**src/rtl/razor_replay_ctrl.sv**
```systemverilog
// razor_replay_ctrl: capture/check sequencer with Razor replay and flush for one decoder section.
// Every output is registered from the next state, so it follows the state entered at each edge.
module razor_replay_ctrl #(
  parameter int STAGES    = 4,
  parameter int LEN_W     = 8,
  parameter int MAX_RETRY = 3,
  parameter int CLR_CYC   = 2,
  parameter int CNT_W     = 16
) (
  input  logic              Clock,
  input  logic              nReset,
  input  logic              start,
  input  logic [LEN_W-1:0]  frame_len,
  input  logic              abort,
  input  logic [STAGES-1:0] Error_current,
  output logic              Enable,
  output logic              nClear,
  output logic              in_advance,
  output logic              busy,
  output logic              done,
  output logic              fail,
  output logic [CNT_W-1:0]  err_total,
  output logic [LEN_W-1:0]  item_idx
);

  localparam int RW = $clog2(MAX_RETRY + 1);
  localparam int CW = $clog2(CLR_CYC + 1);
  localparam logic [RW-1:0] RETRY_LAST = RW'(MAX_RETRY - 1);
  localparam logic [CW-1:0] CLR_LAST   = CW'(CLR_CYC - 1);

  typedef enum logic [2:0] {IDLE, CAPTURE, CHECK, FLUSH, DONE} state_e;

  state_e           state_q, state_d;
  logic [LEN_W-1:0] len_q, len_d;
  logic [LEN_W-1:0] idx_q, idx_d;
  logic [RW-1:0]    retry_q, retry_d;
  logic [CW-1:0]    clr_q, clr_d;
  logic [CNT_W-1:0] errcnt_q, errcnt_d;
  logic             fail_q, fail_d;
  logic             adv_d;
  logic             en_q, nclr_q, adv_q, busy_q, done_q;

  always_comb begin
    state_d  = state_q;
    len_d    = len_q;
    idx_d    = idx_q;
    retry_d  = retry_q;
    clr_d    = clr_q;
    errcnt_d = errcnt_q;
    fail_d   = fail_q;
    adv_d    = 1'b0;
    unique case (state_q)
      IDLE: begin
        if (start) begin
          len_d    = (frame_len == '0) ? LEN_W'(1) : frame_len;
          idx_d    = '0;
          errcnt_d = '0;
          fail_d   = 1'b0;
          retry_d  = '0;
          state_d  = CAPTURE;
        end
      end
      CAPTURE: begin
        if (abort) begin
          clr_d   = '0;
          fail_d  = 1'b1;
          state_d = FLUSH;
        end else begin
          state_d = CHECK;
        end
      end
      CHECK: begin
        // Abort overrides both the error replay and normal completion.
        if (abort) begin
          clr_d   = '0;
          fail_d  = 1'b1;
          state_d = FLUSH;
        end else if (|Error_current) begin
          if (errcnt_q != '1) errcnt_d = errcnt_q + 1'b1;
          retry_d = retry_q + 1'b1;
          if (retry_q == RETRY_LAST) begin
            clr_d   = '0;
            fail_d  = 1'b1;
            state_d = FLUSH;
          end else begin
            state_d = CAPTURE;
          end
        end else begin
          retry_d = '0;
          adv_d   = 1'b1;
          if (idx_q == len_q - 1'b1) begin
            state_d = DONE;
          end else begin
            idx_d   = idx_q + 1'b1;
            state_d = CAPTURE;
          end
        end
      end
      FLUSH: begin
        if (clr_q == CLR_LAST) state_d = DONE;
        else                   clr_d   = clr_q + 1'b1;
      end
      DONE:    state_d = IDLE;
      default: state_d = IDLE;
    endcase
  end

  always_ff @(posedge Clock or negedge nReset) begin
    if (!nReset) begin
      state_q  <= IDLE;
      len_q    <= LEN_W'(1);
      idx_q    <= '0;
      retry_q  <= '0;
      clr_q    <= '0;
      errcnt_q <= '0;
      fail_q   <= 1'b0;
      en_q     <= 1'b0;
      nclr_q   <= 1'b1;
      adv_q    <= 1'b0;
      busy_q   <= 1'b0;
      done_q   <= 1'b0;
    end else begin
      state_q  <= state_d;
      len_q    <= len_d;
      idx_q    <= idx_d;
      retry_q  <= retry_d;
      clr_q    <= clr_d;
      errcnt_q <= errcnt_d;
      fail_q   <= fail_d;
      en_q     <= (state_d == CAPTURE);
      nclr_q   <= (state_d != FLUSH);
      adv_q    <= adv_d;
      busy_q   <= (state_d != IDLE);
      done_q   <= (state_d == DONE);
    end
  end

  assign Enable     = en_q;
  assign nClear     = nclr_q;
  assign in_advance = adv_q;
  assign busy       = busy_q;
  assign done       = done_q;
  assign fail       = fail_q;
  assign err_total  = errcnt_q;
  assign item_idx   = idx_q;

endmodule
```
**config.mk**
```make
export PLATFORM = sky130hd
export DESIGN_NAME = razor_replay_ctrl
export DESIGN_NICKNAME = d
export VERILOG_FILES = /design/src/rtl/razor_replay_ctrl.sv
export SDC_FILE = /design/constraint.sdc
export NUM_CORES = 1
export LEC_CHECK = 0
export BUFFER_PORTS_ARGS = -buffer_cell sky130_fd_sc_hd__buf_4
export CORE_ASPECT_RATIO = 1.25
export CORE_UTILIZATION = 35
export DETAILED_ROUTE_END_ITERATION = 10
export PLACE_DENSITY = 0.61
export SYNTH_ARGS = -nofsm -noshare
export SYNTH_HDL_FRONTEND = slang
export SYNTH_SLANG_ARGS = --single-unit
```
**constraint.sdc**
```tcl
create_clock -name Clock -period 7 [get_ports Clock]
set_clock_uncertainty 0.2 [all_clocks]
set_input_delay 0.35 -clock Clock [delete_from_list [all_inputs] [get_ports Clock]]
set_output_delay 0.35 -clock Clock [all_outputs]
set_load 0.01 [all_outputs]
```
* After elaboration in Yosys (flattened, before gate mapping)
Cells that the tools add are included.
Word-level totals: register bits after elaboration 45, word-level logic and storage cells 88
Operators by class: $add $sub $neg 5, equality and inequality tests 20, muxes and demuxes 38, reduce and logical (&&, ||, !) cells 13
Operators by type and width (count):
- 16-bit 2-to-1 mux | 4
- 8-bit 2-to-1 mux | 5
- 16-bit case mux with 2 select lines | 1
- 5-bit AND reduction | 4
- 2-bit 2-to-1 mux | 9
- 16-bit by 1-bit adder with 16-bit output, second input constant | 1
- 16-bit != test, second input constant | 1
- 2-bit != test, second input constant | 8
- 8-bit case mux with 2 select lines | 1
- 3-bit 2-to-1 mux | 5
- 3-bit case mux with 4 select lines | 1
- 1-bit 2-to-1 mux | 9
- 3-bit nonzero test | 3
- 8-bit by 1-bit adder with 8-bit output, second input constant | 1
- 8-bit equality test | 1
- 8-bit logical NOT | 1
- 8-bit by 1-bit subtractor with 8-bit output, second input constant | 1
- 3-bit by 1-bit equality test with 1-bit output, second input constant | 2
- 3-bit by 2-bit equality test with 1-bit output, second input constant | 2
- 3-bit != test, second input constant | 2
- 2-bit case mux with 3 select lines | 1
- 2-bit by 1-bit adder with 2-bit output, second input constant | 2
- 2-bit case mux with 2 select lines | 1
- 4-bit OR reduction | 1
- 9 further kinds | 9

* Depth between registers and ports, before layout
Gate-level depths: netlist (run 1).
word-level depth 7, mapped depth 10

* Worst setup path before layout (run 1)
No wires, ideal clock.
kind register -> register, start point reg len_q[0], end point reg idx_q[3] (netlist: item_idx[3]), arrival time 2.268 ns, path slack 4.454 ns, cell stages (with the launch flop) 11, path buffers 1, clock period less this slack 2.546 ns, cells stage by stage dfstp_2 > inv_1 > ha_1 > nor3b_2 > mux2_2 > a22oi_1 > a21oi_1 > and3_1 > buf_2 > or3_1 > a21oi_1
Between the ends: longest elaborated chain between the ends 4
Ends and longest elaborated chain:
- start, declared | line 34 | logic [LEN_W-1:0] len_q, len_d;
- start signal, assigned | line 124 | len_q <= len_d;
- 8-bit by 1-bit subtractor with 8-bit output | line 91 | if (idx_q == len_q - 1'b1) begin
- 8-bit equality test | line 91
- 2-bit != test (no source line)
- 5-bit AND reduction (no source line)
- end signal, assigned | line 125 | idx_q <= idx_d;
- end, declared | line 35 | logic [LEN_W-1:0] idx_q, idx_d;
No other way between the ends. A chain may end at the register's enable or synchronous reset.

* Final worst setup path (run 1)
start point reg len_q[0], end point reg idx_q[0] (netlist: item_idx[0])
The elaborated chain is that of the path after synthesis.

==> metrics.cfg, run 1 <==
[timing]
grt_setup_unrepaired = no
post-route-period-util_pct = 38.99
timing.fmax_ghz = 0.3664
final.setup.worst_slack_ps = 4271
tightest_slew_ps = 662.0
period_needed_ps = 2729
setup_viol = 0
slew_headroom_pct = 55.82
drv_slew = 0
whs_ps = 43.74
setup_tns_ps = 0
hold_viol_final = 0

[synth]
synth_common_cells = dfrtp_1, nand2_1, nor2_1, o21ai_0, xor2_1
synth_edf_count = 0
syn_nets = 285
yosysMostFrequentCell = dfrtp_1
synth_area_mm2 = 0.002405
synth_top_area_cell = dfrtp_1
ys_ff_latch = 45
synthDistinctLibCells = 43
synthArstFlopShare_pct = 100.0
synth_cells = 264
ys_warn_count = 0
synthFlopType = dfrtp_1
synth_area_leaders = dfrtp_1, nand2_1, xor2_1
syn_area_per_cell_um2 = 9.109
ys_seq_area_share_pct = 46.93
yosysTopAreaCellShare_pct = 44.75

[clock_tree]
clk_latency_ps = 300
cts.reportedPaths.clkPinSlew_ps = 90
numCtsBuffers = 5
htree_levels = 2
postCtsResizedCells = 0
clockBufferDepth = 2
cts_tree = built
cts-root-buf = clkbuf_8
cts_sinks = 45

[placement]
detailed_place_hpwl_um = 3950
dp.cells = 389
preCtsSetupSlack_ps = 4276
port_buffers = 45
place.gp.congestion = 0.7446
dpl_cell_area_mm2 = 0.002828

[worst_setup_path]
max_stage_delay_ps = 560
criticalPathCategory = reg2reg
worst_setup_path_startpoint = len_q[0]
cp-start-kind = register
worstRegToRegCells = 9
critical-path-top-delay-family = simple AND/OR/NAND/NOR gates
r2r_end = item_idx[0]
cp_num_cells = 9
end_kind = register
cpMaxStageDelayCell = dfstp_2
crit_chain = inv_1, ha_1, nor3b_2, mux2_2, a22oi_1, a21oi_1, and3_1, nand2b_1, mux2_2
rr_startpoint = len_q[0]
path_buf_inv = 1
path_common_cell = mux2_2
crit_fanout = 13
cp.required_ps = 6990
arrival_ps = 2720
critPathCapture = item_idx[0]
r2r_slack_ps = 4270

[cells_and_area]
final_core_util_pct = 44.26
fin_nets = 331
nFillCells = 676
instances_no_fill = 398
n_antenna_cell = 0
drive_gt1_share_pct = 20.90
regArea_mm2 = 0.001129
fin_area_mm2 = 0.002924
multi_input_area_mm2 = 0.001204
area_growth_pct = 21.59

[drt]
drt_wl_total_um = 5444
viasPerCell = 5.204
drtIter0Drc = 59
wire_per_inst_um = 13.68
ant_nets = 0
first_pass_iters = 4
drc = 0
vias = 2071

[floorplan]
die-area_mm2 = 0.007209
die_width_um = 76.14
start_util_pct = 36.40
core-area_mm2 = 0.006606
dieHeight_um = 94.68
io-pin-count = 46
rows = 33

[hold_path]
worstHoldStart = frame_len[7]
min_path_type = in2reg

[power_and_ir_drop]
vdd_ir_drop_max_uv = 139.7
p_leak_nw = 1.361
p_total_uw = 944.9
p_per_area_mw_per_mm2 = 323.1

[global_routing]
overflow = 0
grt_max_degree = 46
antenna_found_initial = 0
grt_pass1_vias = 1953
grt_pass1_wl_um = 9218
grt_usage_pct = 16.20

[job]
drv_cap = 0

[outcome]
status = finished clean

-- cells in the final DEF (no fill, tap or decap), types with 2 or more instances in the layout --
master,count
dfstp_2,2
nand3_1,12
buf_4,46
dfrtp_1,43
o22ai_1,2
o21ai_0,21
and3_1,5
clkbuf_8,5
o31ai_1,3
xnor2_1,5
nand2_1,39
nor3_1,3
and4_1,3
or4_1,2
a21oi_1,10
nor2b_1,3
a211o_1,2
or3_1,9
ha_1,5
mux2_2,2
o21a_1,4
inv_1,11
and2_1,2
mux2i_1,2
clkinv_2,2
nand4_1,12
a31oi_1,2
xor2_1,15
nor2_1,21
-- registers in the layout, summed over array words and instances, names as in the netlist --
| signal | cells |
|---|---|
| fail | 1 |
| busy | 1 |
| state_q | 3 |
| clr_q | 2 |
| nClear | 1 |
| len_q | 8 |
| retry_q | 2 |
| err_total | 16 |
| in_advance | 1 |
| done | 1 |
| item_idx | 8 |
| Enable | 1 |
-- how the worst min path moves through the flow --
stage,end,slack [ps],cells after the start
global placement,len_q[7],200,1
floorplan,Enable,-150,0
finish,len_q[7],40,3
global route,len_q[3],50,3
detailed placement,len_q[7],190,1
CTS,len_q[7],40,3
-- where the power goes --
group          switching (mW)  internal [mW]
sequential             0.0723          0.325
combinational           0.228          0.158
clock                  0.0920         0.0691
total                   0.392          0.553
-- layer usage --
metal  up-vias  wire [um]  track usage (%)
met2        46       2685            28.11
met1       997       2496            20.78
met4         0         74            5.609
li1       1022          -                -
met5         -          0                0
met3         6        188            2.319
-- area by class of cell --
class / instances / share of cell area [%]
Clock inverter: 3 / 0.5991
Tap cell: 87 / 3.723
Timing Repair Buffer: 47 / 12.15
Multi-Input combinational cell: 200 / 41.16
Sequential cell: 45 / 38.60
Inverter: 11 / 1.412
Clock buffer: 5 / 2.353
-- logic make-up after synthesis --
group                      count (synthesis)  synth area share (%)
AOI/OAI and AO/OA                         50                 12.49
adders and majority gates                  5                 2.601
buffers and inverters                     19                 3.122
and+or+nand+nor                          121                 25.81
xor gates and xnor gates                  20                 7.284
muxes                                      4                 1.769
DFF                                       45                 46.93
-- worst register-to-register path: cells and delay by family, from the launching register on --
kind,cells,cell delay [ps]
AND/OR/NAND/NOR,3,760
multiplexers,2,570
flip-flops,1,560
AO/OA/AOI/OAI,2,260
adder cells (fa/ha/maj),1,210
buffers and inverters,1,60
-- repair_timing --
action	CTS	global route
hold endpoints to repair	43	0
buffers inserted	0	0
hold buffers	1	0
(Power assumes the default switching activity.)
==> run 2, diff against run 1 <==
- PLACE_DENSITY: 0.61 -> 0.63
- clock period: 7 -> 2.4 ns (I/O delays scaled with it)
==> run 2 against run 1 <==
- via count is 8.8% higher
- sequential cell count is the same
- critical endpoint unchanged
- the run now ends with negative setup slack left
- clock-buffer cell count is 2 higher
- utilization is 7.1 points higher
- fmax increased by 13%
- largest cell class unchanged
- register-to-register slack worse by 4300 ps
- critical path depth rose by 1
- hold slack worse by 37 ps
- sequential power grew to 2.8 times the previous value
- final cell count up 11%
- cell area increased by 16%
==> metrics.cfg, run 2 (synthesis gave the netlist of run 1 again) <==
[cells_and_area]
n_antenna_cell = 0
drive_gt1_share_pct = 30.59
fin_area_mm2 = 0.003395
largest_register_ffs = 16
final_core_util_pct = 51.38
layout_common_cells = buf_4, dfrtp_1, nand2_1, nor2_1, o21ai_0
final_common_cell = buf_4
fin_nets = 373
area_growth_pct = 41.16

[global_routing]
overflow = 0
antenna_found_initial = 0
grt_max_degree = 46
grt_usage_pct = 18.50
grt_pass1_vias = 2359
grt_pass1_wl_um = 10700

[worst_setup_path]
crit_chain = inv_2, ha_4, nor3b_4, buf_6, xnor2_4, a22oi_2, a21oi_2, and3_4, nand2b_4, mux2_4
cp-start-kind = register
end_kind = register
arrival_ps = 2410
crit_fanout = 5
criticalPathCategory = reg2reg
cp.required_ps = 2390
max_stage_delay_ps = 550
cpMaxStageDelayCell = dfstp_2

[floorplan]
die-area_mm2 = 0.007209
start_util_pct = 36.40
core-area_mm2 = 0.006606
rows = 33
dieHeight_um = 94.68
io-pin-count = 46
die_width_um = 76.14

[clock_tree]
cts_tree = built
clk_latency_ps = 300
clockBufferDepth = 2
cts-root-buf = clkbuf_8
htree_levels = 2
numCtsBuffers = 5
cts.reportedPaths.clkPinSlew_ps = 80
cts_sinks = 45

[drt]
wire_per_inst_um = 13.92
first_pass_iters = 4
drtIter0Drc = 135
ant_nets = 0
viasPerCell = 5.123
vias = 2254
drc = 0
drt_wl_total_um = 6126

[power_and_ir_drop]
p_leak_nw = 1.592
p_per_area_mw_per_mm2 = 1018
vdd_ir_drop_max_uv = 451.0

[timing]
hold_viol_final = 0
timing.fmax_ghz = 0.4128
drv_slew = 0
whs_ps = 6.381
post-route-period-util_pct = 100.9
period_needed_ps = 2422
final.setup.worst_slack_ps = -22.36
slew_headroom_pct = 61.68
setup_viol = 3
setup_tns_ps = -44.82
tightest_slew_ps = 574.8
grt_setup_unrepaired = yes

[outcome]
violations = negative setup slack
status = finished, violations left

[placement]
dpl_cell_area_mm2 = 0.003008
detailed_place_hpwl_um = 4194
place.gp.congestion = 0.7868
port_buffers = 45

[hold_path]
min_path_type = in2reg

[job]
drv_cap = 0

run 2: power by group:
group	internal [mW]	switching, mW	leakage (nW)
sequential	0.949	0.165	0.591
combinational	0.846	0.901	0.943
clock	0.340	0.255	0.0585
run 2: path summary, 6_finish.rpt:
path | start | slack [ps] | depth (start not counted) | end
setup / recovery | len_q[0] | -20 | 10 | item_idx[0]
hold / removal | Error_current[2] | 6 | 4 | state_q[0]
setup reg to reg | len_q[0] | -20 | 10 | item_idx[0]
hold reg to reg | clr_q[0] | 300 | 1 | clr_q[0]
max in group asynchronous | nReset | 1440 | 2 | len_q[0]
min in group asynchronous | nReset | 160 | 2 | err_total[9]
run 2: metal layers:
layer,track usage (%),up-vias,share of wire (%)
li1,-,1109,-
met1,21.98,1089,44
met2,34.85,51,52
met3,2.802,5,3.3
met4,4.968,0,0.96
met5,0,-,0
run 2: worst max-delay path, delay by kind of cell, from the launching register on:
family,cells,cell delay (ps)
AOI/OAI and AO/OA,2,270
xor gates and xnor gates,1,140
adders and majority gates,1,150
buffers and inverters,2,180
DFF,1,550
muxes,1,290
and+or+nand+nor,3,550
run 2: timing repair:
item                                    in CTS  in global routing
endpoints found under the setup margin       8                 11
hold buffers                                11                  0
pin swaps                                    8                  5
gates cloned                                 1                  0
buffers inserted                             8                  2
hold endpoints to repair                    54                  0
gates resized for setup                     11                  9
run 2: final cells by class:
| cell class | count | area (um^2) |
|---|---|---|
| clock buffers | 7 | 86.33 |
| clock inverters | 1 | 30.03 |
| fillers | 630 | 3212 |
| inverters | 11 | 41.29 |
| multi-input cells | 201 | 1304 |
| flip-flops and latches | 45 | 1129 |
| well taps | 87 | 108.9 |
| repair buffers | 88 | 695.7 |
run 2: metrics by stage:
stage                     power [mW]  std cells  setup slack [ps]
final                          3.455        440            -22.36
after global routing           3.721        440            -113.3
after detailed placement       2.583        410            -200.7
after global placement         2.541        410            -118.0
after CTS                      3.372        438            -6.392
after floorplan                1.993        264            -56.93
